<file path="config.mk">
export PLATFORM = sky130hd
export DESIGN_NAME = cronometro_ctrl
export DESIGN_NICKNAME = d
export VERILOG_FILES = /design/src/rtl/cronometro_pkg.sv /design/src/rtl/bcd_digit.sv /design/src/rtl/cronometro_ctrl.sv
export SDC_FILE = /design/constraint.sdc
export NUM_CORES = 1
export LEC_CHECK = 0
export CAP_MARGIN = 20
export CORE_ASPECT_RATIO = 1.2
export CORE_MARGIN = 1
export CORE_UTILIZATION = 51
export DETAILED_ROUTE_END_ITERATION = 7
export MAX_ROUTING_LAYER = met4
export PLACE_DENSITY = 0.84
export SLEW_MARGIN = 10
export SYNTH_ARGS = -nofsm -noshare
export SYNTH_HDL_FRONTEND = slang
export SYNTH_SLANG_ARGS = --single-unit
</file>
<file path="constraint.sdc">
create_clock -name clk -period 1.9 [get_ports clk]
set_clock_uncertainty 0.1 [all_clocks]
set_input_delay 0.475 -clock clk [delete_from_list [all_inputs] [get_ports clk]]
set_output_delay 0.475 -clock clk [all_outputs]
set_load 0.005 [all_outputs]
</file>
<file path="src/rtl/cronometro_pkg.sv">
// Shared types and helpers for the BCD stopwatch controller.
package cronometro_pkg;

    typedef enum logic [1:0] {
        IDLE  = 2'd0,
        RUN   = 2'd1,
        PAUSE = 2'd2,
        DONE  = 2'd3
    } state_t;

    localparam logic [3:0] BCD_MAX = 4'd9;

    // Upper bound on digit count accepted by all_nines; callers zero-extend.
    localparam int unsigned MAX_DIGITS = 16;

    function automatic logic all_nines(input logic [4*MAX_DIGITS-1:0] q,
                                       input int unsigned             n);
        logic r;
        r = 1'b1;
        for (int unsigned i = 0; i < MAX_DIGITS; i++) begin
            if (i < n && q[4*i +: 4] != BCD_MAX) r = 1'b0;
        end
        return r;
    endfunction

endpackage

</file>
<file path="src/rtl/bcd_digit.sv">
// One mod-10 digit of the stopwatch chain; carry enables the next digit.
module bcd_digit
    import cronometro_pkg::*;
(
    input  logic       clk,
    input  logic       reset,
    input  logic       en,
    input  logic       clr,
    output logic [3:0] q,
    output logic       carry
);

    logic [3:0] q_q;
    logic [3:0] q_d;

    always_comb begin
        q_d = q_q;
        if (clr) begin
            q_d = '0;
        end else if (en) begin
            q_d = (q_q == BCD_MAX) ? 4'd0 : q_q + 4'd1;
        end
    end

    always_ff @(posedge clk) begin
        if (!reset) q_q <= '0;
        else        q_q <= q_d;
    end

    assign q     = q_q;
    assign carry = en && (q_q == BCD_MAX);

endmodule

</file>
<file path="src/rtl/cronometro_ctrl.sv">
// Run/pause/clear controller for a DIGITS-wide BCD stopwatch: FSM, tick
// prescaler and all-nines saturation around a cascade of bcd_digit counters.
module cronometro_ctrl
    import cronometro_pkg::*;
#(
    parameter int unsigned DIGITS   = 4,
    parameter int unsigned TICK_DIV = 10
) (
    input  logic                clk,
    input  logic                reset,
    input  logic                start_stop,
    input  logic                clear,
    output logic [4*DIGITS-1:0] q,
    output logic                running,
    output logic                done
);

    localparam int unsigned     PW       = $clog2(TICK_DIV);
    localparam logic [PW-1:0]   PRE_LAST = PW'(TICK_DIV - 1);

    state_t                 state_q, state_d;
    logic [PW-1:0]          pre_q, pre_d;
    logic                   tick;
    logic                   full;
    logic [4*DIGITS-1:0]    q_w;
    logic [4*MAX_DIGITS-1:0] q_ext;
    logic [DIGITS:0]        en_chain;
    logic                   chain_unused;

    assign tick = (state_q == RUN) && (pre_q == PRE_LAST);

    always_comb begin
        q_ext              = '0;
        q_ext[4*DIGITS-1:0] = q_w;
    end

    assign full = all_nines(q_ext, DIGITS);

    // Gating the chain with !full keeps all-nines frozen instead of wrapping.
    assign en_chain[0]  = tick && !full;
    assign chain_unused = en_chain[DIGITS];

    for (genvar k = 0; k < DIGITS; k++) begin : g_digit
        bcd_digit u_digit (
            .clk   (clk),
            .reset (reset),
            .en    (en_chain[k]),
            .clr   (clear),
            .q     (q_w[4*k +: 4]),
            .carry (en_chain[k+1])
        );
    end

    always_comb begin
        state_d = state_q;
        pre_d   = pre_q;
        if (clear) begin
            state_d = IDLE;
            pre_d   = '0;
        end else begin
            case (state_q)
                IDLE:  if (start_stop) state_d = RUN;
                RUN: begin
                    pre_d = tick ? '0 : pre_q + PW'(1);
                    if (tick && full)    state_d = DONE;
                    else if (start_stop) state_d = PAUSE;
                end
                PAUSE: if (start_stop) state_d = RUN;
                DONE:  state_d = DONE;
                default: state_d = IDLE;
            endcase
        end
    end

    always_ff @(posedge clk) begin
        if (!reset) begin
            state_q <= IDLE;
            pre_q   <= '0;
        end else begin
            state_q <= state_d;
            pre_q   <= pre_d;
        end
    end

    assign q       = q_w;
    assign running = (state_q == RUN);
    assign done    = (state_q == DONE);

endmodule

</file>
==> results of run 1 <==
==> cell usage in the layout (no fill, tap or decap), types with 2 or more instances in the layout <==
| cell type | n |
|---|---|
| clkdlybuf4s50_1 | 19 |
| a21oi_1 | 15 |
| dfxtp_1 | 11 |
| o21ai_0 | 10 |
| dfxtp_2 | 10 |
| inv_1 | 7 |
| nand2_1 | 7 |
| buf_4 | 7 |
| nand4_1 | 6 |
| nor2_1 | 6 |
| or3_1 | 5 |
| and2_1 | 4 |
| o31ai_1 | 4 |
| xor2_1 | 4 |
| or4_1 | 4 |
| and4bb_4 | 3 |
| nand3_1 | 3 |
| clkbuf_4 | 3 |
| nand4bb_1 | 2 |
| and4bb_2 | 2 |
| and3_1 | 2 |
| nor2b_1 | 2 |
| a31oi_1 | 2 |
| xnor2_1 | 2 |
| nor3_1 | 2 |
| and3_2 | 2 |
| ha_1 | 2 |
| dlygate4sd2_1 | 2 |
==> final timing paths <==
path                            depth (start not counted)  slack (ns)                 endpoint        from
worst min-delay path                                    2        0.40                 pre_q[1]    pre_q[1]
worst min register to register                          2        0.40                 pre_q[1]    pre_q[1]
worst max-delay path                                    5        0.03  g_digit[3].u_digit.q[0]  state_q[1]
worst max register to register                          5        0.03  g_digit[3].u_digit.q[0]  state_q[1]
==> what timing repair did <==
item                                    CTS  global route
hold buffers                              0             0
gates resized for setup                   8             9
setup buffers                             2             3
endpoints found under the setup margin    2            11
==> worst min-delay path: stages, from the launching register on <==
cell	delay, ns
dfxtp_2	0.36
nand2_1	0.06
a21oi_1	0.05
==> layer usage <==
layer | vias up | share of wire | GRT usage
met2 | 34 | 0.51 | 0.420
met3 | 8 | 0.040 | 0.0390
met4 | 0 | 0.020 | 0.108
met5 | - | 0 | -
li1 | 561 | - | -
met1 | 540 | 0.43 | 0.276
==> power groups by stage <==
| stage | combinational (W) | clock (W) | sequential [W] |
|---|---|---|---|
| detailed placement | 0.0000300 | 0 | 0.000476 |
| floorplan | 0.0000167 | 0 | 0.000475 |
| CTS | 0.0000334 | 0.000365 | 0.000466 |
| global route | 0.0000372 | 0.000384 | 0.000466 |
| finish | 0.0000337 | 0.000360 | 0.000465 |
| global placement | 0.0000296 | 0 | 0.000476 |
==> sequential cells by signal, summed over array words and instances, names as in the netlist <==
signal	cells
state_q	2
pre_q	4
g_digit.u_digit.q	16
==> final cells by class <==
class                   instances  share of cell area
multi-input cells             102               0.455
flip-flops and latches         22               0.297
repair buffers                 28               0.169
well taps                      30              0.0244
clock inverters                 1              0.0195
inverters                       8              0.0195
clock buffers                   3              0.0147
==> metrics by stage <==
step                      instance area (um^2)   util
final                                     1540  0.718
after global routing                      1540  0.718
after CTS                                 1500  0.702
after detailed placement                  1430  0.666
after global placement                    1430  0.666
after floorplan                           1190      -
==> kinds of logic (layout without fill, tap and decap cells) <==
family          after synthesis  after routing  synth area share
simple gates                 57             57             0.333
flops                        22             22             0.369
fa+ha+maj                     2              2            0.0210
buf+inv                      12             40            0.0514
compound gates               37             37             0.181
xor+xnor                      6              6            0.0440
==> results.yml, run 1 <==
run_status:
  status: "completed"
floorplanning:
  die_w_um: 46.2
  core_area_um2: 2140
  start_util: 0.558
  die_y_um: 55.0
  ioPinCount: 22
  num_rows: 18
  die-area_um2: 2540
place:
  gp_congestion: 0.812
  dpl_worst_slack_ns: 0.119
  placed_cells: 185
  dp_hpwl_um: 1870
  portBuffers: 21
timing:
  setup_violations: 0
  hold-worst-slack_ns: 0.400
  tns_ns: 0
  finalHoldViolCount: 0
  final.min_clock_period_ns: 1.87
  max_freq_mhz: 535
  worstMarginPinSlew_ns: 0.382
  slew_headroom: 0.744
  setup_ws_ns: 0.0322
  period_share: 0.983
  slew_viol_final: 0
critical_path:
  required_ns: 2.04
  critPathMaxStageDelay_ns: 0.53
  crit_family: "simple AND/OR/NAND/NOR gates"
  worst-path-buf-inv: 1
  path_class: "flop to flop"
  setup.worst_path.end_class: "flop"
  worstPathMaxFanout: 15
  startpoint_type: "flop"
  worstPathArrival_ns: 2.01
  worstPathCellList: "buf_4 -> and4bb_4 -> nand3_4 -> or4_1 -> a21oi_1"
  slowest_stage: "or4_1"
drt:
  drc: 0
  ant_nets: 0
  firstDrtPassIters: 4
  postRouteWirelength_um: 2730
  post_drt_wl_per_cell_um: 14.1
  num_vias: 1143
  drtIter0Drc: 32
  vias_per_cell: 5.89
cts:
  clk_pin_slew_ns: 0.13
  cts_root_buffer: "clkbuf_4"
  cts_tree: "built"
  cts.sink_count: 22
  htree_num_levels: 1
  numCtsBuffers: 3
  insertion_delay_ns: 0.31
  cts_max_path_buffers: 2
pwr:
  pwr-share-seq: 0.541
  power.density_nw_per_um2: 559
  power_w: 0.000859
  p_comb_frac: 0.039
  clkPwrFrac: 0.419
  internal-power_w: 0.000692
  ir_drop_mv: 0.430
  power.leakage_nw: 0.507
  swShare: 0.195
  power.switching_w: 0.000168
logic_synthesis:
  yosysTopAreaCell: "dfxtp_1"
  yosysSeqAreaShare: 0.369
  synth_seq_cells: 22
  synth_edf_count: 0
  syn_nets: 142
  syn-cell-area_um2: 1190
  synthTopCellsByArea: "dfxtp_1 (37%), a21oi_1 (6.3%), o21ai_0 (4.2%), and4bb_4 (4.1%), nand4_1 (3.1%)"
  synth_ff_type: "dfxtp_1"
  netlist_instances: 136
  synthArstFlopShare: 0
  yosysMostFrequentCell: "dfxtp_1"
  postSynthAreaPerCell_um2: 8.78
  synth_cell_types: 38
  synth_top_area_frac: 0.369
  yosys-top-cells-count: "dfxtp_1 (22), a21oi_1 (15), o21ai_0 (10)"
  yosys_warnings: 0
final_layout:
  nets: 171
  nFillCells: 178
  syn_to_final_growth_pct: 28.7
  regArea_um2: 457
  final_cells: 194
  drive_gt1_frac: 0.201
  n_antenna_cell: 0
  multi_input_area_um2: 699
global_route:
  grt-ovfl-total: 0
  grt_pass1_vias: 1024
  antenna_found_initial: 0
  grt_pass1_wl_um: 4370
  gr-usage-all-layers: 0.244
  grt_max_degree: 19
min_path:
  min_path_type: "flop to flop"
run:
  drv_cap: 0
(Power assumes the default switching activity.)
==> inputs of run 2 (changes only) <==
--- a/config.mk
+++ b/config.mk
@@ -8,10 +8,10 @@
 export CAP_MARGIN = 20
 export CORE_ASPECT_RATIO = 1.2
 export CORE_MARGIN = 1
-export CORE_UTILIZATION = 51
+export CORE_UTILIZATION = 55
 export DETAILED_ROUTE_END_ITERATION = 7
 export MAX_ROUTING_LAYER = met4
-export PLACE_DENSITY = 0.84
+export PLACE_DENSITY = 0.89
 export SLEW_MARGIN = 10
 export SYNTH_ARGS = -nofsm -noshare
 export SYNTH_HDL_FRONTEND = slang
==> constraint.sdc (replaced) <==
create_clock -name clk -period 2.2 [get_ports clk]
set_clock_uncertainty 0.1 [all_clocks]
set_input_delay 0.55 -clock clk [delete_from_list [all_inputs] [get_ports clk]]
set_output_delay 0.55 -clock clk [all_outputs]
set_load 0.005 [all_outputs]
==> results.yml, run 2 (synthesis gave the netlist of run 1 again) <==
cts:
  cts_tree: "built"
  clk_pin_slew_ns: 0.12
  numCtsBuffers: 3
  cts_root_buffer: "clkbuf_4"
  cts.sink_count: 22
  cts_max_path_buffers: 2
  insertion_delay_ns: 0.32
  post_cts_buffers: 0
  htree_num_levels: 1
drt:
  firstDrtPassIters: 4
  drc: 0
  vias_per_cell: 5.85
  ant_nets: 0
  num_vias: 1100
  drtIter0Drc: 19
  post_drt_wl_per_cell_um: 14.2
  postRouteWirelength_um: 2660
pwr:
  swShare: 0.219
  clkPwrFrac: 0.348
  power.leakage_nw: 0.463
  internal-power_w: 0.000516
  pwr-share-seq: 0.610
  ir_drop_mv: 0.309
  p_comb_frac: 0.042
  power.switching_w: 0.000144
  power_w: 0.000660
  power.density_nw_per_um2: 449
timing:
  setup_ws_ns: 0.0759
  worstMarginPinSlew_ns: 0.405
  grt_setup_unrepaired: "false"
  tns_ns: 0
  slew_headroom: 0.729
  final.min_clock_period_ns: 2.12
  setup_violations: 0
  slew_viol_final: 0
  period_share: 0.966
  max_freq_mhz: 471
  hold-worst-slack_ns: 0.409
  finalHoldViolCount: 0
final_layout:
  regArea_um2: 442
  nets: 165
  largest_reg_flops: 16
  finish.utilization: 0.717
  syn_to_final_growth_pct: 23.2
  nFillCells: 157
  drive_gt1_frac: 0.108
  n_antenna_cell: 0
  multi_input_area_um2: 694
  final_cell_mix: "dfxtp_1 (21), clkdlybuf4s50_1 (21), a21oi_1 (15), o21ai_0 (10)"
global_route:
  grt-ovfl-total: 0
  antenna_found_initial: 0
  grt_max_degree: 19
  gr-usage-all-layers: 0.261
  grt_pass1_vias: 1018
  grt_pass1_wl_um: 4420
place:
  dp_hpwl_um: 1930
  dpl_worst_slack_ns: 0.345
  portBuffers: 21
  gp_congestion: 0.765
critical_path:
  setup.worst_path.end_class: "output pin"
  path_class: "flop to output pin"
  reg2reg_from: "pre_q[1]"
  critPathMaxStageDelay_ns: 0.49
  reg2regPathDepth: 6
  required_ns: 1.55
  worstPathCellList: "nand2b_2 -> inv_2 -> clkdlybuf4s50_1"
  r2r_slack_ns: 0.35
  worstPathArrival_ns: 1.47
  r2r_end: "pre_q[0]"
  startpoint_type: "flop"
  slowest_stage: "clkdlybuf4s50_1"
  worstPathMaxFanout: 6
min_path:
  worstHoldStart: "pre_q[1]"
  hold_end: "pre_q[1]"
  worstHoldPathCells: 2
  min_path_type: "flop to flop"
floorplanning:
  start_util: 0.582
  core_area_um2: 2050
  num_rows: 18
  ioPinCount: 22
  die_w_um: 44.5
  die_y_um: 53.0
  die-area_um2: 2360
run_status:
  status: "completed"
run:
  drv_cap: 0
## run 2: cell types whose count changed in the layout (fill, tap and decap cells not counted), sizes merged
cell / before / now
buf: 7 / 1
clkdlybuf4s50: 19 / 21
dlygate4sd2: 2 / 0
bufinv: 1 / 0
clkbuf: 3 / 4
## run 2: worst max-delay path by stage
stage,from,endpoint,slack [ns]
2_1_floorplan,pre_q[1],pre_q[1],0.54
3_3_place_gp,clear,g_digit[2].u_digit.q[3],0.39
3_5_place_dp,clear,g_digit[1].u_digit.q[3],0.35
4_1_cts,state_q[1],running,0.03
5_1_grt,state_q[1],running,0.02
6_report,state_q[1],running,0.08
## run 2: metrics by stage
stage,instances,area [um^2]
final,188,1470
after global routing,188,1470
after CTS,188,1470
after detailed placement,184,1430
after global placement,184,1430
after floorplan,136,1190
## run 2: layout make-up
cell class	instances	share of cell area
Clock buffer	4	0.0247
Inverter	8	0.0204
Multi-Input combinational cell	102	0.472
Sequential cell	22	0.300
Tap cell	30	0.0255
Timing Repair Buffer	22	0.157
## run 2: power by group through the flow
stage          registers (W)  logic [W]  clock network, W
5_1_grt             0.000403  0.0000305          0.000247
2_1_floorplan       0.000410  0.0000144                 0
3_3_place_gp        0.000411  0.0000265                 0
3_5_place_dp        0.000411  0.0000270                 0
6_report            0.000402  0.0000279          0.000230
4_1_cts             0.000402  0.0000270          0.000232
## run 2: routing by layer
| metal | global-route usage | vias up | share of wire |
|---|---|---|---|
| li1 | - | 550 | - |
| met1 | 0.298 | 529 | 0.45 |
| met2 | 0.451 | 16 | 0.51 |
| met3 | 0.0410 | 5 | 0.021 |
| met4 | 0.106 | 0 | 0.017 |
| met5 | - | - | 0 |
## run 2: worst max-delay path: cells and delay by family, from the launching register on
kind	cells	cell delay (ns)
buffers and inverters	2	0.58
DFF	1	0.36
and+or+nand+nor	1	0.22
## run 2: what timing repair did
action	CTS	global route
setup endpoints to repair	0	1
gates resized for setup	0	3
hold buffers	0	0
==> inputs of run 3 (changes only) <==
--- a/config.mk
+++ b/config.mk
@@ -10,6 +10,7 @@
 export CORE_MARGIN = 1
 export CORE_UTILIZATION = 55
 export DETAILED_ROUTE_END_ITERATION = 7
+export GPL_ROUTABILITY_DRIVEN = 0
 export MAX_ROUTING_LAYER = met4
 export PLACE_DENSITY = 0.89
 export SLEW_MARGIN = 10
==> results of run 3 <==
Final layout, timing and power as in run 2 (identical DEF).
